[config.mk]
export PLATFORM = sky130hd
export DESIGN_NAME = multicycle_control_flat
export DESIGN_NICKNAME = d
export VERILOG_FILES = /design/src/rtl/mc_pkg.sv /design/src/rtl/multicycle_control_if.sv /design/src/rtl/mc_state_decode.sv /design/src/rtl/multicycle_control.sv /design/src/flat_wrapper.sv
export SDC_FILE = /design/constraint.sdc
export NUM_CORES = 1
export LEC_CHECK = 0
export ABC_AREA = 1
export ABC_CLOCK_PERIOD_IN_PS = 2500
export CAP_MARGIN = 20
export CORE_MARGIN = 1.5
export CORE_UTILIZATION = 45
export DETAILED_ROUTE_END_ITERATION = 10
export GPL_TIMING_DRIVEN = 0
export PLACE_DENSITY_LB_ADDON = 0.15
export REMOVE_ABC_BUFFERS = 1
export SKIP_CTS_REPAIR_TIMING = 1
export SYNTH_ARGS = -nofsm -noshare
export SYNTH_HDL_FRONTEND = slang
export SYNTH_HIERARCHICAL = 1
export SYNTH_SLANG_ARGS = --single-unit
[constraint.sdc]
create_clock -name clk -period 2.5 [get_ports clk]
set_input_delay 0.25 -clock clk [delete_from_list [all_inputs] [get_ports clk]]
set_output_delay 0.25 -clock clk [all_outputs]
set_load 0.005 [all_outputs]
[src/rtl/mc_pkg.sv]
// Shared encodings for the multicycle control unit.
// Opcodes, FSM states, ALU and mux select codes.
package mc_pkg;

  localparam logic [5:0] OP_R    = 6'b000000;
  localparam logic [5:0] OP_LW   = 6'b100011;
  localparam logic [5:0] OP_SW   = 6'b101011;
  localparam logic [5:0] OP_BEQ  = 6'b000100;
  localparam logic [5:0] OP_BNE  = 6'b000101;
  localparam logic [5:0] OP_ADDI = 6'b001000;
  localparam logic [5:0] OP_SLTI = 6'b001010;
  localparam logic [5:0] OP_ANDI = 6'b001100;
  localparam logic [5:0] OP_ORI  = 6'b001101;
  localparam logic [5:0] OP_J    = 6'b000010;

  typedef enum logic [3:0] {
    S_FETCH     = 4'd0,
    S_DECODE    = 4'd1,
    S_MEM_ADDR  = 4'd2,
    S_MEM_READ  = 4'd3,
    S_MEM_WB    = 4'd4,
    S_MEM_WRITE = 4'd5,
    S_R_EXEC    = 4'd6,
    S_R_WB      = 4'd7,
    S_BRANCH    = 4'd8,
    S_JUMP      = 4'd9,
    S_I_EXEC    = 4'd10,
    S_I_WB      = 4'd11
  } state_t;

  localparam logic [2:0] ALU_ADD   = 3'b000;
  localparam logic [2:0] ALU_SUB   = 3'b001;
  localparam logic [2:0] ALU_FUNCT = 3'b010;
  localparam logic [2:0] ALU_AND   = 3'b011;
  localparam logic [2:0] ALU_OR    = 3'b100;
  localparam logic [2:0] ALU_SLT   = 3'b101;

  localparam logic [1:0] SRCB_B    = 2'b00;
  localparam logic [1:0] SRCB_4    = 2'b01;
  localparam logic [1:0] SRCB_EXT  = 2'b10;
  localparam logic [1:0] SRCB_EXT4 = 2'b11;

  localparam logic [1:0] PCS_ALU    = 2'b00;
  localparam logic [1:0] PCS_ALUOUT = 2'b01;
  localparam logic [1:0] PCS_JUMP   = 2'b10;

  typedef struct packed {
    logic       pc_en;
    logic       iord;
    logic       mem_read;
    logic       mem_write;
    logic       ir_write;
    logic       mem_to_reg;
    logic       reg_dst;
    logic       reg_write;
    logic       alu_src_a;
    logic [1:0] alu_src_b;
    logic [2:0] alu_op;
    logic [1:0] pc_source;
    logic       ext_op;
    logic       instr_done;
    logic       illegal;
  } ctrl_t;

  function automatic logic op_supported(
    input logic [5:0] op
  );
    case (op)
      OP_R, OP_LW, OP_SW,
      OP_BEQ, OP_BNE, OP_J,
      OP_ADDI, OP_SLTI,
      OP_ANDI, OP_ORI: return 1'b1;
      default:         return 1'b0;
    endcase
  endfunction

endpackage

[src/rtl/multicycle_control_if.sv]
// Control-unit to datapath bundle.
// master = control unit, slave = datapath.
interface multicycle_control_if;

  logic [5:0] op;
  logic       zero;
  logic       pc_en;
  logic       iord;
  logic       mem_read;
  logic       mem_write;
  logic       ir_write;
  logic       mem_to_reg;
  logic       reg_dst;
  logic       reg_write;
  logic       alu_src_a;
  logic [1:0] alu_src_b;
  logic [2:0] alu_op;
  logic [1:0] pc_source;
  logic       ext_op;
  logic       instr_done;
  logic       illegal;

  modport master (
    input  op, zero,
    output pc_en, iord, mem_read, mem_write,
    output ir_write, mem_to_reg, reg_dst,
    output reg_write, alu_src_a, alu_src_b,
    output alu_op, pc_source, ext_op,
    output instr_done, illegal
  );

  modport slave (
    output op, zero,
    input  pc_en, iord, mem_read, mem_write,
    input  ir_write, mem_to_reg, reg_dst,
    input  reg_write, alu_src_a, alu_src_b,
    input  alu_op, pc_source, ext_op,
    input  instr_done, illegal
  );

endinterface

[src/rtl/mc_state_decode.sv]
// Pure combinational state/op -> control word.
// Unlisted outputs stay 0 in every state.
module mc_state_decode
  import mc_pkg::*;
(
  input  state_t     state,
  input  logic [5:0] op,
  input  logic       zero,
  output ctrl_t      ctrl
);

  // Moore control word per state (branch/imm use op/zero)
  always_comb begin
    ctrl = '0;
    unique case (state)
      S_FETCH: begin
        ctrl.mem_read  = 1'b1;
        ctrl.ir_write  = 1'b1;
        ctrl.alu_src_b = SRCB_4;
        ctrl.alu_op    = ALU_ADD;
        ctrl.pc_source = PCS_ALU;
        ctrl.pc_en     = 1'b1;
      end
      S_DECODE: begin
        ctrl.alu_src_b = SRCB_EXT4;
        ctrl.alu_op    = ALU_ADD;
        ctrl.ext_op    = 1'b1;
        ctrl.illegal   = ~op_supported(op);
      end
      S_MEM_ADDR: begin
        ctrl.alu_src_a = 1'b1;
        ctrl.alu_src_b = SRCB_EXT;
        ctrl.ext_op    = 1'b1;
        ctrl.alu_op    = ALU_ADD;
      end
      S_MEM_READ: begin
        ctrl.mem_read = 1'b1;
        ctrl.iord     = 1'b1;
      end
      S_MEM_WB: begin
        ctrl.reg_write  = 1'b1;
        ctrl.mem_to_reg = 1'b1;
        ctrl.instr_done = 1'b1;
      end
      S_MEM_WRITE: begin
        ctrl.mem_write  = 1'b1;
        ctrl.iord       = 1'b1;
        ctrl.instr_done = 1'b1;
      end
      S_R_EXEC: begin
        ctrl.alu_src_a = 1'b1;
        ctrl.alu_op    = ALU_FUNCT;
      end
      S_R_WB: begin
        ctrl.reg_write  = 1'b1;
        ctrl.reg_dst    = 1'b1;
        ctrl.instr_done = 1'b1;
      end
      S_BRANCH: begin
        ctrl.alu_src_a  = 1'b1;
        ctrl.alu_op     = ALU_SUB;
        ctrl.pc_source  = PCS_ALUOUT;
        ctrl.instr_done = 1'b1;
        ctrl.pc_en      = (op == OP_BNE) ? ~zero : zero;
      end
      S_JUMP: begin
        ctrl.pc_source  = PCS_JUMP;
        ctrl.pc_en      = 1'b1;
        ctrl.instr_done = 1'b1;
      end
      S_I_EXEC: begin
        ctrl.alu_src_a = 1'b1;
        ctrl.alu_src_b = SRCB_EXT;
        ctrl.ext_op    = 1'b1;
        unique case (op)
          OP_SLTI: ctrl.alu_op = ALU_SLT;
          OP_ANDI: begin
            ctrl.alu_op = ALU_AND;
            ctrl.ext_op = 1'b0;
          end
          OP_ORI: begin
            ctrl.alu_op = ALU_OR;
            ctrl.ext_op = 1'b0;
          end
          default: ctrl.alu_op = ALU_ADD;
        endcase
      end
      S_I_WB: begin
        ctrl.reg_write  = 1'b1;
        ctrl.instr_done = 1'b1;
      end
      default: ctrl = '0;
    endcase
  end

endmodule

[src/rtl/multicycle_control.sv]
// Multicycle CPU main control FSM.
// State register, next-state logic, reset gating.
module multicycle_control
  import mc_pkg::*;
(
  input  logic                 clk,
  input  logic                 rst,
  multicycle_control_if.master bus
);

  state_t state;
  state_t state_nx;
  ctrl_t  ctrl;

  // State register, synchronous reset to FETCH
  always_ff @(posedge clk) begin
    if (rst) state <= S_FETCH;
    else     state <= state_nx;
  end

  // Next-state sequencing by opcode
  always_comb begin
    state_nx = S_FETCH;
    unique case (state)
      S_FETCH: state_nx = S_DECODE;
      S_DECODE: begin
        unique case (bus.op)
          OP_LW, OP_SW:   state_nx = S_MEM_ADDR;
          OP_R:           state_nx = S_R_EXEC;
          OP_BEQ, OP_BNE: state_nx = S_BRANCH;
          OP_J:           state_nx = S_JUMP;
          OP_ADDI, OP_SLTI,
          OP_ANDI, OP_ORI: state_nx = S_I_EXEC;
          default:        state_nx = S_FETCH;
        endcase
      end
      S_MEM_ADDR: begin
        state_nx = (bus.op == OP_SW) ?
                   S_MEM_WRITE : S_MEM_READ;
      end
      S_MEM_READ: state_nx = S_MEM_WB;
      S_R_EXEC:   state_nx = S_R_WB;
      S_I_EXEC:   state_nx = S_I_WB;
      default:    state_nx = S_FETCH;
    endcase
  end

  mc_state_decode u_dec (
    .state (state),
    .op    (bus.op),
    .zero  (bus.zero),
    .ctrl  (ctrl)
  );

  // Write enables are held off while reset is asserted
  always_comb begin
    bus.pc_en      = ctrl.pc_en & ~rst;
    bus.ir_write   = ctrl.ir_write & ~rst;
    bus.mem_write  = ctrl.mem_write & ~rst;
    bus.reg_write  = ctrl.reg_write & ~rst;
    bus.iord       = ctrl.iord;
    bus.mem_read   = ctrl.mem_read;
    bus.mem_to_reg = ctrl.mem_to_reg;
    bus.reg_dst    = ctrl.reg_dst;
    bus.alu_src_a  = ctrl.alu_src_a;
    bus.alu_src_b  = ctrl.alu_src_b;
    bus.alu_op     = ctrl.alu_op;
    bus.pc_source  = ctrl.pc_source;
    bus.ext_op     = ctrl.ext_op;
    bus.instr_done = ctrl.instr_done;
    bus.illegal    = ctrl.illegal;
  end

endmodule
[src/flat_wrapper.sv]
// flat-port wrapper written by rule: the top's interface ports become plain ports
module multicycle_control_flat import mc_pkg::*;
  (clk, rst, bus_op, bus_zero, bus_pc_en, bus_iord, bus_mem_read, bus_mem_write, bus_ir_write, bus_mem_to_reg, bus_reg_dst, bus_reg_write, bus_alu_src_a, bus_alu_src_b, bus_alu_op, bus_pc_source, bus_ext_op, bus_instr_done, bus_illegal);
  multicycle_control_if bus_i ();
  input  logic clk;
  input  logic rst;
  input wire logic [$bits(bus_i.op)-1:0] bus_op;
  input wire logic [$bits(bus_i.zero)-1:0] bus_zero;
  output wire logic [$bits(bus_i.pc_en)-1:0] bus_pc_en;
  output wire logic [$bits(bus_i.iord)-1:0] bus_iord;
  output wire logic [$bits(bus_i.mem_read)-1:0] bus_mem_read;
  output wire logic [$bits(bus_i.mem_write)-1:0] bus_mem_write;
  output wire logic [$bits(bus_i.ir_write)-1:0] bus_ir_write;
  output wire logic [$bits(bus_i.mem_to_reg)-1:0] bus_mem_to_reg;
  output wire logic [$bits(bus_i.reg_dst)-1:0] bus_reg_dst;
  output wire logic [$bits(bus_i.reg_write)-1:0] bus_reg_write;
  output wire logic [$bits(bus_i.alu_src_a)-1:0] bus_alu_src_a;
  output wire logic [$bits(bus_i.alu_src_b)-1:0] bus_alu_src_b;
  output wire logic [$bits(bus_i.alu_op)-1:0] bus_alu_op;
  output wire logic [$bits(bus_i.pc_source)-1:0] bus_pc_source;
  output wire logic [$bits(bus_i.ext_op)-1:0] bus_ext_op;
  output wire logic [$bits(bus_i.instr_done)-1:0] bus_instr_done;
  output wire logic [$bits(bus_i.illegal)-1:0] bus_illegal;
  assign bus_i.op = bus_op;
  assign bus_i.zero = bus_zero;
  assign bus_pc_en = bus_i.pc_en;
  assign bus_iord = bus_i.iord;
  assign bus_mem_read = bus_i.mem_read;
  assign bus_mem_write = bus_i.mem_write;
  assign bus_ir_write = bus_i.ir_write;
  assign bus_mem_to_reg = bus_i.mem_to_reg;
  assign bus_reg_dst = bus_i.reg_dst;
  assign bus_reg_write = bus_i.reg_write;
  assign bus_alu_src_a = bus_i.alu_src_a;
  assign bus_alu_src_b = bus_i.alu_src_b;
  assign bus_alu_op = bus_i.alu_op;
  assign bus_pc_source = bus_i.pc_source;
  assign bus_ext_op = bus_i.ext_op;
  assign bus_instr_done = bus_i.instr_done;
  assign bus_illegal = bus_i.illegal;
  multicycle_control u_core (.clk(clk), .rst(rst), .bus(bus_i));
endmodule
Word level (Yosys, flattened, before mapping)
Index checks and enable logic that the tools add are counted.
{"block": "totals", "register_bits": 4, "in_bits": 9, "out_inout_bits": 19}
{"block": "classes", "n_eq_ne": 20, "mux": 23, "n_bitwise": 7, "n_reduce_logical": 15}
{"operator": "== test 6 x 4 -> 1 bit, second input constant", "count": 4}
{"operator": "case mux 4 bit (6 select lines)", "count": 1}
{"operator": "case mux 4 bit (5 select lines)", "count": 1}
{"operator": "case mux 3 bit (3 select lines)", "count": 2}
{"operator": "== test 4 x 3 -> 1 bit, second input constant", "count": 4}
{"operator": "== test 4 bit, second input constant", "count": 4}
{"operator": "OR reduction 2 bit", "count": 8}
{"operator": "two-way mux 1 bit", "count": 14}
{"operator": "== test 6 x 3 -> 1 bit, second input constant", "count": 2}
{"operator": "== test 6 bit, second input constant", "count": 2}
{"operator": "OR reduction 10 bit", "count": 1}
{"operator": "== test 4 x 2 -> 1 bit, second input constant", "count": 2}
{"operator": "OR reduction 4 bit", "count": 2}
{"operator": "== test 6 x 2 -> 1 bit, second input constant", "count": 1}
{"operator": "logical NOT 6 bit", "count": 1}
{"operator": "case mux 2 bit (3 select lines)", "count": 1}
{"operator": "OR reduction 6 bit", "count": 1}
{"operator": "AND 1 bit", "count": 4}
{"operator": "== test 4 x 1 -> 1 bit, second input constant", "count": 1}
{"operator": "logical NOT 4 bit", "count": 1}
{"operator": "case mux 1 bit (2 select lines)", "count": 2}
{"operator": "case mux 2 bit (2 select lines)", "count": 1}
{"operator": "two-way mux 3 bit", "count": 1}
{"operator": "NOT 1 bit", "count": 3}
{"operator": "OR reduction 3 bit", "count": 1}

Longest topological paths before layout
{"block": "logic_depth", "depth_word": 6, "mapped_depth": 9, "depth_no_buf": 9}

Hierarchy
Netlist, hierarchy kept.
{"module": "mc_state_decode", "instances": 1, "cells_per_inst": 73, "area_each_um2": 341.6, "seq_area_each_um2": 0.0}
{"module": "multicycle_control", "instances": 1, "cells_per_inst": 68, "area_each_um2": 341.6, "seq_area_each_um2": 80.1}

Least setup slack after synthesis
OpenSTA, ideal clock, no wires.
{"block": "synth_path", "path_type": "reg-to-output", "startpoint": "register u_core.state[3]", "endpoint": "output port bus_pc_en", "arrival_time_ps": 1016, "required_ps": 2250, "slack_ps": 1234, "stages_incl_launch_ff": 9, "path_buffers": 0, "path_cell_list": "dfxtp_1 > inv_2 > nor2_2 > inv_2 > nor2_4 > nand3_1 > nand2_1 > inv_1 > nor2_1"}
{"item": "start: declaration", "line": "multicycle_control.sv:11", "source": "state_t state;"}
{"item": "start signal: assignment", "line": "multicycle_control.sv:18", "source": "else state <= state_nx;"}
{"item": "end: declaration", "line": "flat_wrapper.sv:9", "source": "output wire logic [$bits(bus_i.pc_en)-1:0] bus_pc_en;"}

==> results.toml <==
[finish]
finalNonFillerCells = 185
top_register = "u_core/state"
area_delta_synth_final_pct = 45.05
reg.largest.list = "u_core/state x4"
final_nets = 181
layout-drive-gt1-share_pct = 9.412
antenna_cells = 0
largest_reg_flops = 4

[pwr]
powerDensity_nw_per_um2 = 262.8
total_power_mw = 0.2605
comb_power_share_pct = 43.5
clkPwrFrac_pct = 29.0
power_leakage_nw = 0.4921
switching_share_pct = 33.19
seqPwrFrac_pct = 27.5
switchingPower_mw = 0.08644
power.internal_mw = 0.1740
vdd_ir_drop_max_v = 0.0004652

[worst_setup_path]
criticalPathCategory = "in2out"
critPathMaxStageDelay_ns = 0.68
r2r_start = "u_core/state[1]"
cp-start-kind = "primary input"
path_cells = "clkdlybuf4s50_1, inv_1, nor2_1, nand3_1, nand2_1, nand3_1, nand2_1, inv_1, nor2_1, clkdlybuf4s50_1"
ff2ff_setup_slack_ns = 1.42
critPathArrivalTime_ns = 2.06
r2r_cells = 4
timing.rr.end = "u_core/state[1]"
required_ns = 2.25
worstSetupEndpointType = "primary output"
crit_slowest_cell = "clkdlybuf4s50_1"
critPathBufInv = 4
crit_family = "buffers and inverters"
cp_max_fo = 11

[min_path]
hold_path_end = "u_core/state[3]"
hold_class = "reg2reg"
min_from = "u_core/state[3]"
hold_depth = 2

[drt]
drt_drc_violations_left = 0
routed_wl_mm = 1.892
wl_per_cell_um = 10.23
viasPerCell = 5.070
vias = 938
first_pass_iters = 4
drt_iter0_markers = 15
ant_nets = 0

[timing]
final_hold_viol_count = 0
finalSetupTns_ns = 0
finalClockSkew_ns = 0.002266
slew_headroom_pct = 75.81
setup_viol = 0
period_minus_slack_ns = 2.313
period_share_pct = 92.51
slew_viol_final = 0
grt_setup_unrepaired = "false"
max_freq_mhz = 432.4
tightest_slew_ns = 0.3617

[floorplanning]
die_w_um = 41.97
io_pins = 28
placementRows = 13
start_util_pct = 50.60
die_area_um2 = 1761
core_um2 = 1350
dieHeight_um = 41.97

[synthesis]
avgSynthCellArea_um2 = 4.845
synth_edf_count = 0
synth_top_flop_cell = "dfxtp_1"
synth_mux_area_share_pct = 0
synth_top_area_cell = "nor2_1"
synth_cells = 141
synth_compound_area_share_pct = 11.72
synth_top_area_share_pct = 18.68
ys_ff_latch = 4
yosys_warnings = 6
ys_types = 18
synth-async-reset-ratio_pct = 0
yosysMostFrequentCell = "nor2_1"
syn-cell-area_um2 = 683.2
yosysSeqAreaShare_pct = 11.72
synth_area_leaders = "nor2_1, nand2_1, inv_1"
yosys.area_share.adder_pct = 0
synthTopCellsByCount = "nor2_1, nand2_1, inv_1"
synth_xor_area_share_pct = 0
synth_top_family_by_area = "simple AND/OR/NAND/NOR gates"
synthSimpleGateAreaFrac_pct = 58.97

[clock_tree]
cts_buffers = 3
cts_buffer_depth = 2
cts.sinks = 4
cts_tree = "built"
root_buffer = "clkbuf_4"
insertion_delay_ns = 0.23
clk_pin_slew_ns = 0.04
htree_levels = 1

[global_route]
grt_max_degree = 12
track_usage_pct = 21.91
grt_pass1_vias = 787
antenna_found_initial = 0
grt_pass1_wl_mm = 3.208
grt_overflow = 0

[run_status]
status = "finished, final reports clean"

[placement]
gp_congestion = 0.7849
portBuffers = 27
post-place-cells = 182
dp_hpwl_mm = 1.515

[run]
max-cap-violations = 0
cells in the final DEF (no fill, tap or decap):
master and count:
nor2_1 34, o21ai_0 2, nand2_1 30, nor2_2 3
nand4_1 3, o211ai_1 1, inv_1 27, dfxtp_1 4
a21oi_1 7, inv_2 4, clkdlybuf4s50_1 27, nor3_1 3
o21ai_2 1, nor2_4 2, nand3_2 1, nand2_2 2
o22ai_1 3, nand3_1 13, clkbuf_4 3
cell families (layout without fill, tap and decap cells):
kind of cell | Yosys count | in the layout
AND/OR/NAND/NOR | 91 | 91
buffers and inverters | 32 | 61
AO/OA/AOI/OAI | 14 | 14
flip-flops | 4 | 4
cell type report:
type	instances	area, um2
Clock buffer	3	22.52
Timing Repair Buffer	27	270.3
Sequential cell	4	80.08
Tap cell	15	18.77
Fill cell	125	359.1
Multi-Input combinational cell	105	483.0
Inverter	31	116.4
how the worst max path moves through the flow:
stage / start / cells after the start / endpoint
floorplan: u_core/state[3] / 8 / bus_pc_en
global placement: bus_op[2] / 10 / bus_pc_en
detailed placement: bus_op[2] / 10 / bus_pc_en
CTS: bus_op[2] / 10 / bus_pc_en
global route: bus_op[2] / 10 / bus_pc_en
finish: bus_op[2] / 10 / bus_pc_en
power by group through the flow:
stage | Combinational (mW) | Sequential [mW] | Clock, mW
final | 0.113 | 0.0716 | 0.0756
after global routing | 0.128 | 0.0722 | 0.0806
after CTS | 0.113 | 0.0715 | 0.0769
after detailed placement | 0.112 | 0.0724 | 0
after global placement | 0.110 | 0.0725 | 0
after floorplan | 0.0559 | 0.0714 | 0
per-layer routing:
layer / up-vias / global-route usage [%] / wire length, um
li1: 494 / - / -
met1: 414 / 29.50 / 839
met2: 30 / 39.69 / 946
met3: 0 / 1.739 / 106
met4: 0 / 0.6452 / 0
met5: - / 0 / 0
through the flow:
stage | worst slack, ns | hold WS (ns) | utilization, % | instance area [um2]
floorplan | 1.234 | 0.3191 | - | 679.4
global placement | 0.2147 | 0.5664 | 71.73 | 968.4
detailed placement | 0.2013 | 0.5676 | 71.73 | 968.4
CTS | 0.2012 | 0.5767 | 73.40 | 991.0
global route | 0.02335 | 0.6203 | 73.40 | 991.0
finish | 0.1872 | 0.5822 | 73.40 | 991.0
worst register-to-register path, delay by kind of cell, from the launching register on:
kind,cells,cell delay [ns]
AND/OR/NAND/NOR,1,0.11
flip-flops,1,0.47
AO/OA/AOI/OAI,3,0.43
Power figures use the tool's default switching activity.
